[config.mk]
export PLATFORM = sky130hd
export DESIGN_NAME = uart_rx_param
export DESIGN_NICKNAME = d
export VERILOG_FILES = /design/src/rtl/uart_rx_param.sv
export SDC_FILE = /design/constraint.sdc
export NUM_CORES = 1
export LEC_CHECK = 0
export ABC_AREA = 1
export CELL_PAD_IN_SITES_DETAIL_PLACEMENT = 1
export CELL_PAD_IN_SITES_GLOBAL_PLACEMENT = 1
export CORE_MARGIN = 2
export CORE_UTILIZATION = 47
export DETAILED_ROUTE_END_ITERATION = 16
export PLACE_DENSITY_LB_ADDON = 0.1
export SKIP_CTS_REPAIR_TIMING = 1
export SKIP_LAST_GASP = 1
export SLEW_MARGIN = 20
export SYNTH_ARGS = -nofsm -noshare
export SYNTH_HDL_FRONTEND = slang
export SYNTH_SLANG_ARGS = --single-unit
[constraint.sdc]
create_clock -name clk -period 4.1 [get_ports clk]
set_clock_uncertainty 0.05 [all_clocks]
set_input_delay 0.615 -clock clk [delete_from_list [all_inputs] [get_ports clk]]
set_output_delay 0.615 -clock clk [all_outputs]
set_load 0.05 [all_outputs]
[src/rtl/uart_rx_param.sv]
`timescale 1ns/1ps
// Parametrised UART receiver with synchroniser, 3-sample majority vote, framing/break detection; even parity when UART_RX_PARITY_EN is defined.
// Latency: valid rises one cycle after the vote of the final stop bit, half a bit before the stop bit ends.
// Backpressure: none; valid/frame_err/parity_err are single-cycle strobes that must be taken when offered.
module uart_rx_param #(
    parameter int CLK_FREQUENCY  = 66_000_000,
    parameter int UART_FREQUENCY = 921_600,
    parameter int DATA_BITS      = 8,
    parameter int STOP_BITS      = 1,
    parameter int SYNC_STAGES    = 2
) (
    input  logic                 clk,
    input  logic                 rst,
    input  logic                 rx,
    output logic                 valid,
    output logic [DATA_BITS-1:0] data,
    output logic                 frame_err,
    output logic                 parity_err,
    output logic                 busy
);

    localparam int TICKS = CLK_FREQUENCY / UART_FREQUENCY;
    localparam int HALF  = TICKS / 2;
    localparam int CW    = $clog2(TICKS) + 1;
    localparam int IW    = $clog2(DATA_BITS);

    if (TICKS < 8) begin : g_chk_ticks
        $error("uart_rx_param: CLK_FREQUENCY/UART_FREQUENCY must be at least 8");
    end
    if (DATA_BITS < 5 || DATA_BITS > 9) begin : g_chk_data
        $error("uart_rx_param: DATA_BITS must be 5..9");
    end
    if (STOP_BITS < 1 || STOP_BITS > 2) begin : g_chk_stop
        $error("uart_rx_param: STOP_BITS must be 1 or 2");
    end
    if (SYNC_STAGES < 2 || SYNC_STAGES > 4) begin : g_chk_sync
        $error("uart_rx_param: SYNC_STAGES must be 2..4");
    end

    typedef enum logic [2:0] {
        S_IDLE,
        S_START,
        S_DATA,
`ifdef UART_RX_PARITY_EN
        S_PARITY,
`endif
        S_STOP,
        S_BREAK
    } state_t;

    state_t                 state, state_nxt;
    logic [SYNC_STAGES-1:0] sync_q;
    logic                   rx_s;
    logic [CW-1:0]          tick;
    logic [IW-1:0]          bit_idx;
    logic                   stop_idx;
    logic                   samp_a, samp_b;
    logic [DATA_BITS-1:0]   shreg;
    logic                   stop_bad, stop_one;
    logic                   vote, at_vote, tick_end, last_stop;
    logic                   done, fail, brk;

    assign rx_s      = sync_q[SYNC_STAGES-1];
    assign vote      = (samp_a & samp_b) | (samp_a & rx_s) | (samp_b & rx_s);
    assign at_vote   = (tick == CW'(HALF + 1));
    assign tick_end  = (tick == CW'(TICKS - 1));
    assign last_stop = (STOP_BITS == 1) || stop_idx;
    assign done      = (state == S_STOP) && at_vote && last_stop;
    assign fail      = done && (stop_bad || !vote);
    // Break: all data bits and every stop bit low
    assign brk       = fail && !stop_one && !vote && (shreg == '0);
    assign busy      = (state != S_IDLE);

    always_ff @(posedge clk or posedge rst) begin
        if (rst) begin
            sync_q <= '1;
        end else begin
            sync_q <= {sync_q[SYNC_STAGES-2:0], rx};
        end
    end

    always_ff @(posedge clk or posedge rst) begin
        if (rst) begin
            state <= S_IDLE;
        end else begin
            state <= state_nxt;
        end
    end

    always_comb begin
        state_nxt = state;
        case (state)
            S_IDLE:  if (!rx_s) state_nxt = S_START;
            S_START: begin
                if (at_vote && vote)  state_nxt = S_IDLE;
                else if (tick_end)    state_nxt = S_DATA;
            end
            S_DATA: begin
                if (tick_end && bit_idx == IW'(DATA_BITS - 1)) begin
`ifdef UART_RX_PARITY_EN
                    state_nxt = S_PARITY;
`else
                    state_nxt = S_STOP;
`endif
                end
            end
`ifdef UART_RX_PARITY_EN
            S_PARITY: if (tick_end) state_nxt = S_STOP;
`endif
            S_STOP:  if (done) state_nxt = brk ? S_BREAK : S_IDLE;
            S_BREAK: if (rx_s) state_nxt = S_IDLE;
            default: state_nxt = S_IDLE;
        endcase
    end

    // The IDLE cycle that first sees rx_s low counts as tick 0 of the start bit
    always_ff @(posedge clk or posedge rst) begin
        if (rst) begin
            tick     <= '0;
            samp_a   <= 1'b1;
            samp_b   <= 1'b1;
            bit_idx  <= '0;
            stop_idx <= 1'b0;
            shreg    <= '0;
            stop_bad <= 1'b0;
            stop_one <= 1'b0;
        end else begin
            if (state_nxt == S_IDLE)  tick <= '0;
            else if (state == S_IDLE) tick <= CW'(1);
            else if (tick_end)        tick <= '0;
            else                      tick <= tick + CW'(1);

            if (tick == CW'(HALF - 1)) samp_a <= rx_s;
            if (tick == CW'(HALF))     samp_b <= rx_s;

            case (state)
                S_IDLE: begin
                    bit_idx  <= '0;
                    stop_idx <= 1'b0;
                    stop_bad <= 1'b0;
                    stop_one <= 1'b0;
                end
                S_DATA: begin
                    if (at_vote)  shreg   <= {vote, shreg[DATA_BITS-1:1]};
                    if (tick_end) bit_idx <= bit_idx + IW'(1);
                end
                S_STOP: begin
                    if (at_vote) begin
                        if (vote) stop_one <= 1'b1;
                        else      stop_bad <= 1'b1;
                    end
                    if (tick_end) stop_idx <= 1'b1;
                end
                default: ;
            endcase
        end
    end

    always_ff @(posedge clk or posedge rst) begin
        if (rst) begin
            valid     <= 1'b0;
            frame_err <= 1'b0;
            data      <= '0;
        end else begin
            valid     <= done && !fail;
            frame_err <= fail;
            if (done && !fail) data <= shreg;
        end
    end

`ifdef UART_RX_PARITY_EN
    logic par_bad;

    always_ff @(posedge clk or posedge rst) begin
        if (rst) begin
            par_bad    <= 1'b0;
            parity_err <= 1'b0;
        end else begin
            if (state == S_IDLE)                 par_bad <= 1'b0;
            else if (state == S_PARITY && at_vote) par_bad <= (vote != ^shreg);
            parity_err <= done && !fail && par_bad;
        end
    end
`else
    assign parity_err = 1'b0;
`endif

endmodule

# Word-level counts from Yosys, hierarchy flattened
# Cells that the tools add are included.
# word_totals
reg_bits	38
out_inout_bits	12
input_bits	3
wordCells	73
# op_classes
n_reduce_logical	22
n_eq_ne	13
muxes	19
addsub	2
bitwise_logic	5
# ops
op	count
$eq A8 B6 Y1 const B	3
$mux W3	8
$mux W8	3
$pmux W3 S5	1
$add A8 B1 Y8 const B	1
$eq A8 B7 Y1 const B	1
$logic_and A1 B1 Y1	8
$logic_not A8 Y1	1
$ne A2 B2 Y1 const B	4
$eq A3 B2 Y1 const B	2
$eq A3 B3 Y1 const B	2
$logic_not A3 Y1	2
$pmux W3 S2	1
$reduce_and A3 Y1	2
$mux W1	4
$pmux W1 S2	2
$reduce_and A2 Y1	2
$reduce_bool A2 Y1	2
$add A3 B1 Y3 const B	1
$and A1 B1 Y1	3
$eq A3 B1 Y1 const B	1
$logic_not A1 Y1	3
$reduce_bool A3 Y1	1
$or A1 B1 Y1	2
$logic_or A1 B1 Y1	1

# Depth between registers and ports, before layout
# Gate-level depths: netlist (run 1).
# depth
word_depth	14
mapped_depth	11
mapped_depth_nobuf	11

# Worst setup path before layout (run 1)
# OpenSTA, ideal clock, no wires.
# synth_timing
path_type	flip-flop to flip-flop
startpoint	register tick[0]
endpoint	register data[6]
arrival_ps	1346
slack_ps	2585
path_buffers	1
required_time_ps	3930
setup_ps	120
path_stages_with_launch	11
period_less_slack_ps	1515
cell_sequence	dfrtp_1 > inv_1 > ha_1 > inv_1 > nor2_4 > nand3_2 > inv_2 > nand2_4 > buf_6 > nand2_1 > o21ai_2
# synth_via
elab_chain_cells	5
# synth_lines
element	line	rtl
from (decl)	54	logic [CW-1:0] tick;
from (signal assigned)	131	else tick <= tick + CW'(1);
$eq A8 B6 Y1 *	65	assign at_vote = (tick == CW'(HALF + 1));
$logic_and A1 B1 Y1 *	68	assign done = (state == S_STOP) && at_vote && last_stop;
$logic_and A1 B1 Y1	69	assign fail = done && (stop_bad || !vote);
$logic_not A1 Y1	167	if (done && !fail) data <= shreg;
$logic_and A1 B1 Y1 *	167	
to (signal assigned)	167	
to (decl)	16	output logic [DATA_BITS-1:0] data,
# Mark *: on every way between the ends. The rest lies on a longest branch, timed or not.
# A chain may end at the register's enable or synchronous reset.

# Worst setup path in the final report (run 1)
# layout_timing
startpoint	register state[0]
endpoint	output port busy
# layout_via
elab_chain_cells	1
# layout_lines
element	line	rtl
from (decl)	51	state_t state, state_nxt;
from (signal assigned)	86	state <= state_nxt;
$reduce_bool A3 Y1	72	assign busy = (state != S_IDLE);
to (decl)	19	output logic busy
# No other way between the ends.

==> impl_metrics.yaml, run 1 <==
status:
  status: "finished, final reports clean"
global_routing:
  grt_pass1_wl_um: 7220
  grt_usage: 0.219
  antenna_found_initial: 0
  grt-ovfl-total: 0
  grt_pass1_vias: 1582
  grt_max_degree: 39
detailed_routing:
  vias_per_cell: 5.25
  drc: 0
  wl_per_cell_um: 15.1
  vias: 1450
  ant_nets: 0
  dr.pass1.iters: 4
  drt_wl_total_um: 4160
  drt_iter0_drc: 38
placed_design:
  post_dp_cell_area_mm2: 0.00203
  post-dp-hpwl_um: 3180
  dp_cells: 268
  port-buffer-count: 13
  gp_congestion: 0.853
synthesis:
  synth.most_common_cell: "nand2_1"
  synthSimpleGateAreaFrac: 0.252
  yosysSeqAreaShare: 0.514
  synth.area.top_cells: "dfrtp_1 46%, nand2_1 8.3%, dfstp_2 5.7%"
  syn_inst: 209
  synth.cells.most_frequent: "41 x nand2_1, 34 x dfrtp_1, 27 x inv_1"
  yosysUniqueCellTypes: 29
  synth-warning-count: 0
  synth_nets: 217
  ys_seq_elements: 38
  synth_top_area_cell: "dfrtp_1"
  avgSynthCellArea_um2: 8.90
  synthFlopType: "dfrtp_1"
  synthAdderAreaFrac: 0.0336
  synth_edf_count: 0
  muxShareOfSynthArea: 0
  synth_top_area_frac: 0.458
  synth_top_family_by_area: "simple AND/OR/NAND/NOR gates"
  synth_compound_area_frac: 0.124
  syn_area_mm2: 0.00186
  synthArstFlopShare: 1.00
  synthXorXnorAreaFrac: 0
cts:
  cts_tree: "yes"
  clk_pin_slew_ps: 70
  root_buffer: "clkbuf_8"
  insertion_delay_ps: 290
  numCtsBuffers: 5
  htreeDepth: 2
  cts_buffer_depth: 2
  numClockSinks: 38
setup_path:
  crit_path_end_kind: "primary output"
  required_ps: 3430
  crit_buf_inv: 1
  cp.arrival_ps: 1740
  max_stage_delay_ps: 820
  critPathSlowestCell: "clkdlybuf4s50_1"
  worstPathMaxFanout: 6
  setup.worst_path.class: "reg -> out"
  cp_top_family: "buffers and inverters"
  cp-start-kind: "flip-flop"
  crit_chain: "nor2_1 > nand2_2 > clkdlybuf4s50_1"
layout:
  nets: 235
  fin_cells: 276
  final_area_mm2: 0.00212
  area_growth_pct: 14.3
  nFillCells: 453
  drive_gt1_frac: 0.184
  diodes: 0
die:
  die_h_um: 66.9
  initial_core_util: 0.497
  core-area_mm2: 0.00374
  die_w_um: 66.9
  io_pins: 15
  dieArea_mm2: 0.00447
  rows: 22
sta:
  tightest_slew_ps: 504
  max_slew_margin: 0.663
  setup_viol: 0
  fin_setup_tns_ps: 0
  rsz0062_at_grt: "false"
  finalMaxSlewViolations: 0
  finalHoldViolations: 0
  fmax_mhz: 415
  min_period_over_period: 0.587
  period_needed_ps: 2410
power_and_ir_drop:
  p_per_area_mw_per_mm2: 401
  p_leak_nw: 0.989
  vdd_drop_max_uv: 289
run:
  maxCapViolCount: 0
worst_hold_path:
  hold_path_class: "reg -> reg"
==> area by class of cell <==
type / count / area [µm²] / share of cell area
repair buffers: 14 / 138 / 0.0648
multi-input cells: 138 / 767 / 0.361
clock inverters: 1 / 5.00 / 0.00236
inverters: 30 / 113 / 0.0530
clock buffers: 7 / 86.3 / 0.0406
flip-flops and latches: 38 / 956 / 0.450
well taps: 48 / 60.1 / 0.0283
==> flip-flops by register name, indices dropped and copies added, names as in the netlist <==
register / flops
bit_idx: 3
data: 8
shreg: 8
samp_b: 1
stop_bad: 1
valid: 1
samp_a: 1
state: 3
sync_q: 2
stop_one: 1
tick: 8
frame_err: 1
==> routing by layer <==
layer	vias to the layer above	GRT usage	share of wire	routed length, µm
li1	702	-	-	-
met1	727	0.270	0.45	1870
met5	-	0	0	0
met4	0	0.0485	0.0034	14
met3	2	0.0693	0.039	164
met2	19	0.375	0.51	2110
==> placed cells by master, fill, tap and decap left out, drive strengths merged <==
| cell type | instances |
|---|---|
| nand2b | 1 |
| buf | 1 |
| a21oi | 10 |
| or2 | 1 |
| clkinv | 1 |
| o31ai | 1 |
| nor2 | 21 |
| nand2 | 48 |
| clkbuf | 7 |
| dfrtp | 34 |
| clkdlybuf4s50 | 13 |
| nand3 | 20 |
| nand3b | 2 |
| dfstp | 4 |
| a22o | 2 |
| conb | 1 |
| a211oi | 1 |
| o21ai | 23 |
| nor3 | 2 |
| inv | 30 |
| ha | 5 |
==> path summary, 6_finish.rpt <==
check | startpoint | end | slack (ps) | cells past startpoint
setup / recovery | state[0] | busy | 1690 | 3
hold / removal | sync_q[0] | sync_q[1] | 310 | 0
setup reg to reg | tick[0] | tick[2] | 2280 | 9
hold reg to reg | sync_q[0] | sync_q[1] | 310 | 0
max in group asynchronous | rst | samp_b | 2960 | 3
min in group asynchronous | rst | tick[6] | 690 | 3
==> report_power, final <==
part | internal, mW | total (mW) | switching [mW] | leakage [nW]
clock | 0.136 | 0.261 | 0.125 | 0.0482
sequential | 0.401 | 0.427 | 0.0256 | 0.507
combinational | 0.0571 | 0.163 | 0.106 | 0.434
total | 0.594 | 0.851 | 0.257 | 0.989
==> logic make-up (layout without fill, tap and decap cells) <==
group / count (synthesis) / after routing
simple gates: 95 / 95
flops: 38 / 38
compound gates: 37 / 37
buf+inv: 33 / 52
fa+ha+maj: 5 / 5
other cells: 1 / 1
==> through the flow <==
| step | utilization | setup WS [ps] | hold WS [ps] | total power, mW |
|---|---|---|---|---|
| 2_1_floorplan | - | 2580 | 295 | 0.555 |
| 3_3_place_gp | 0.543 | 2040 | 302 | 0.585 |
| 3_5_place_dp | 0.543 | 2010 | 300 | 0.600 |
| 4_1_cts | 0.568 | 1680 | 315 | 0.864 |
| 5_1_grt | 0.568 | 1630 | 320 | 0.899 |
| 6_report | 0.568 | 1690 | 311 | 0.851 |
Power figures use the tool's default switching activity.
==> run 2, diff against run 1 <==
--- a/config.mk
+++ b/config.mk
@@ -9,7 +9,7 @@
 export CELL_PAD_IN_SITES_DETAIL_PLACEMENT = 1
 export CELL_PAD_IN_SITES_GLOBAL_PLACEMENT = 1
 export CORE_MARGIN = 2
-export CORE_UTILIZATION = 47
+export CORE_UTILIZATION = 39
 export DETAILED_ROUTE_END_ITERATION = 16
 export PLACE_DENSITY_LB_ADDON = 0.1
 export SKIP_CTS_REPAIR_TIMING = 1
==> constraint.sdc (replaced) <==
create_clock -name clk -period 2.1 [get_ports clk]
set_clock_uncertainty 0.05 [all_clocks]
set_input_delay 0.315 -clock clk [delete_from_list [all_inputs] [get_ports clk]]
set_output_delay 0.315 -clock clk [all_outputs]
set_load 0.05 [all_outputs]
==> run 2 against run 1 <==
Non-clock buffer count stayed put. Global-route usage is 4.8 points lower. First-iteration DRC count is 7.9% higher. Clock power is 100% higher. Sequential share of layout area is 0.18 points lower. Utilization is 11 points lower. Design area is 0.41% higher. Total power is 97% higher. Register-to-register slack worse by 2000 ps. Critical path type is now reg -> reg. Largest cell class unchanged.
==> impl_metrics.yaml, run 2 (synthesized netlist as in run 1, its figures left out) <==
sta:
  fmax_mhz: 535
  tightest_slew_ps: 502
  rsz0062_at_grt: "false"
  period_needed_ps: 1870
  finalHoldViolations: 0
  finalMaxSlewViolations: 0
  whs_ps: 307
  min_period_over_period: 0.890
  max_slew_margin: 0.665
  fin_setup_tns_ps: 0
  setup_viol: 0
die:
  initial_core_util: 0.399
  die_w_um: 73.0
  die_h_um: 73.0
  core-area_mm2: 0.00466
  rows: 25
  dieArea_mm2: 0.00534
  io_pins: 15
detailed_routing:
  drc: 0
  vias: 1418
  vias_per_cell: 5.03
  met1_length_um: 1660
  drt_iter0_drc: 41
  drt_wl_total_um: 4010
  wl_met3_um: 81
  highest_layer: "met4"
  dr.pass1.iters: 4
  ant_nets: 0
  wl_per_cell_um: 14.2
  route.met2.wl_um: 2220
layout:
  multiInputGateArea_um2: 767
  drive_gt1_frac: 0.193
  seqCellArea_um2: 956
  top_regs: "data: 8 flops, shreg: 8 flops, tick: 8 flops"
  final_cell_mix: "41 x nand2_1, 34 x dfrtp_1, 27 x inv_1"
  diodes: 0
  area_growth_pct: 14.7
  nets: 235
  fin_cells: 282
  utilization: 0.458
  nFillCells: 561
  final_common_cell: "nand2_1"
setup_path:
  cp_top_family: "simple AND/OR/NAND/NOR gates"
  cp-start-kind: "flip-flop"
  max_stage_delay_ps: 400
  crit_top_cell: "nand2_1"
  worstPathMaxFanout: 8
  required_ps: 2210
  cp.arrival_ps: 1980
  critPathSlowestCell: "dfrtp_1"
  crit_buf_inv: 2
  crit_path_end_kind: "flip-flop"
  crit_chain: "inv_1 > ha_1 > nand2_1 > inv_1 > nand2_1 > nor2_2 > nor2_1 > nand2_1 > nand3_2 > nor2_4 > a21oi_1"
  setup.worst_path.class: "reg -> reg"
global_routing:
  antenna_found_initial: 0
  grt_max_degree: 39
  grt_usage: 0.171
  grt_pass1_wl_um: 7050
  grt-ovfl-total: 0
  grt_pass1_vias: 1573
cts:
  insertion_delay_ps: 280
  cts_buffer_depth: 2
  cts_tree: "yes"
  numCtsBuffers: 5
  numClockSinks: 38
  root_buffer: "clkbuf_8"
  htreeDepth: 2
  clk_pin_slew_ps: 80
placed_design:
  post-dp-hpwl_um: 3020
  port-buffer-count: 13
  gp_congestion: 0.820
  dp_cells: 274
run:
  maxCapViolCount: 0
power_and_ir_drop:
  p_leak_nw: 0.988
  p_per_area_mw_per_mm2: 785
  finalPower_mw: 1.67
  vdd_drop_max_uv: 532
worst_hold_path:
  hold_path_class: "reg -> reg"
status:
  status: "finished, final reports clean"
[run 2: changes by cell type in the layout (fill, tap and decap cells not counted)]
| cell | delta |
|---|---|
| buf_4 | +1 |
| clkbuf_1 | -1 |
| clkdlybuf4s50_1 | -1 |
| clkinvlp_4 | +1 |
[run 2: worst register-to-register path, stage by stage, from the launching register on]
cell	delay, ps
dfrtp_1	400
inv_1	110
ha_1	210
nand2_1	70
inv_1	60
nand2_1	50
nor2_2	230
nor2_1	70
nand2_1	80
nand3_2	110
nor2_4	200
a21oi_1	100
[run 2: cell type report]
| cell class | count | area share |
|---|---|---|
| Clock buffer | 6 | 0.0387 |
| Clock inverter | 2 | 0.00587 |
| Inverter | 30 | 0.0528 |
| Multi-Input combinational cell | 138 | 0.360 |
| Sequential cell | 38 | 0.448 |
| Tap cell | 54 | 0.0317 |
| Timing Repair Buffer | 14 | 0.0633 |
[run 2: per-layer routing]
| layer | GRT usage | up-vias |
|---|---|---|
| li1 | - | 699 |
| met1 | 0.189 | 701 |
| met2 | 0.327 | 14 |
| met3 | 0.0373 | 4 |
| met4 | 0.0432 | 0 |
| met5 | 0 | - |
[run 2: worst paths after layout]
| kind | end | startpoint | depth (start not counted) | slack [ps] |
|---|---|---|---|---|
| worst max-delay path | tick[4] | tick[0] | 11 | 230 |
| worst min-delay path | sync_q[1] | sync_q[0] | 0 | 310 |
| worst max register to register | tick[4] | tick[0] | 11 | 230 |
| worst min register to register | sync_q[1] | sync_q[0] | 0 | 310 |
| max in group asynchronous | samp_b | rst | 3 | 1240 |
| min in group asynchronous | shreg[6] | rst | 3 | 400 |
[run 2: power breakdown]
part / internal (mW) / switching (mW) / total, mW
clock: 0.264 / 0.261 / 0.525
combinational: 0.110 / 0.204 / 0.314
sequential: 0.783 / 0.0526 / 0.835
[run 2: per-stage QoR]
step / instance area [µm²] / setup slack (ps)
2_1_floorplan: 1860 / 585
3_3_place_gp: 2040 / 337
3_5_place_dp: 2040 / 234
4_1_cts: 2130 / 227
5_1_grt: 2130 / 84.7
6_report: 2130 / 231
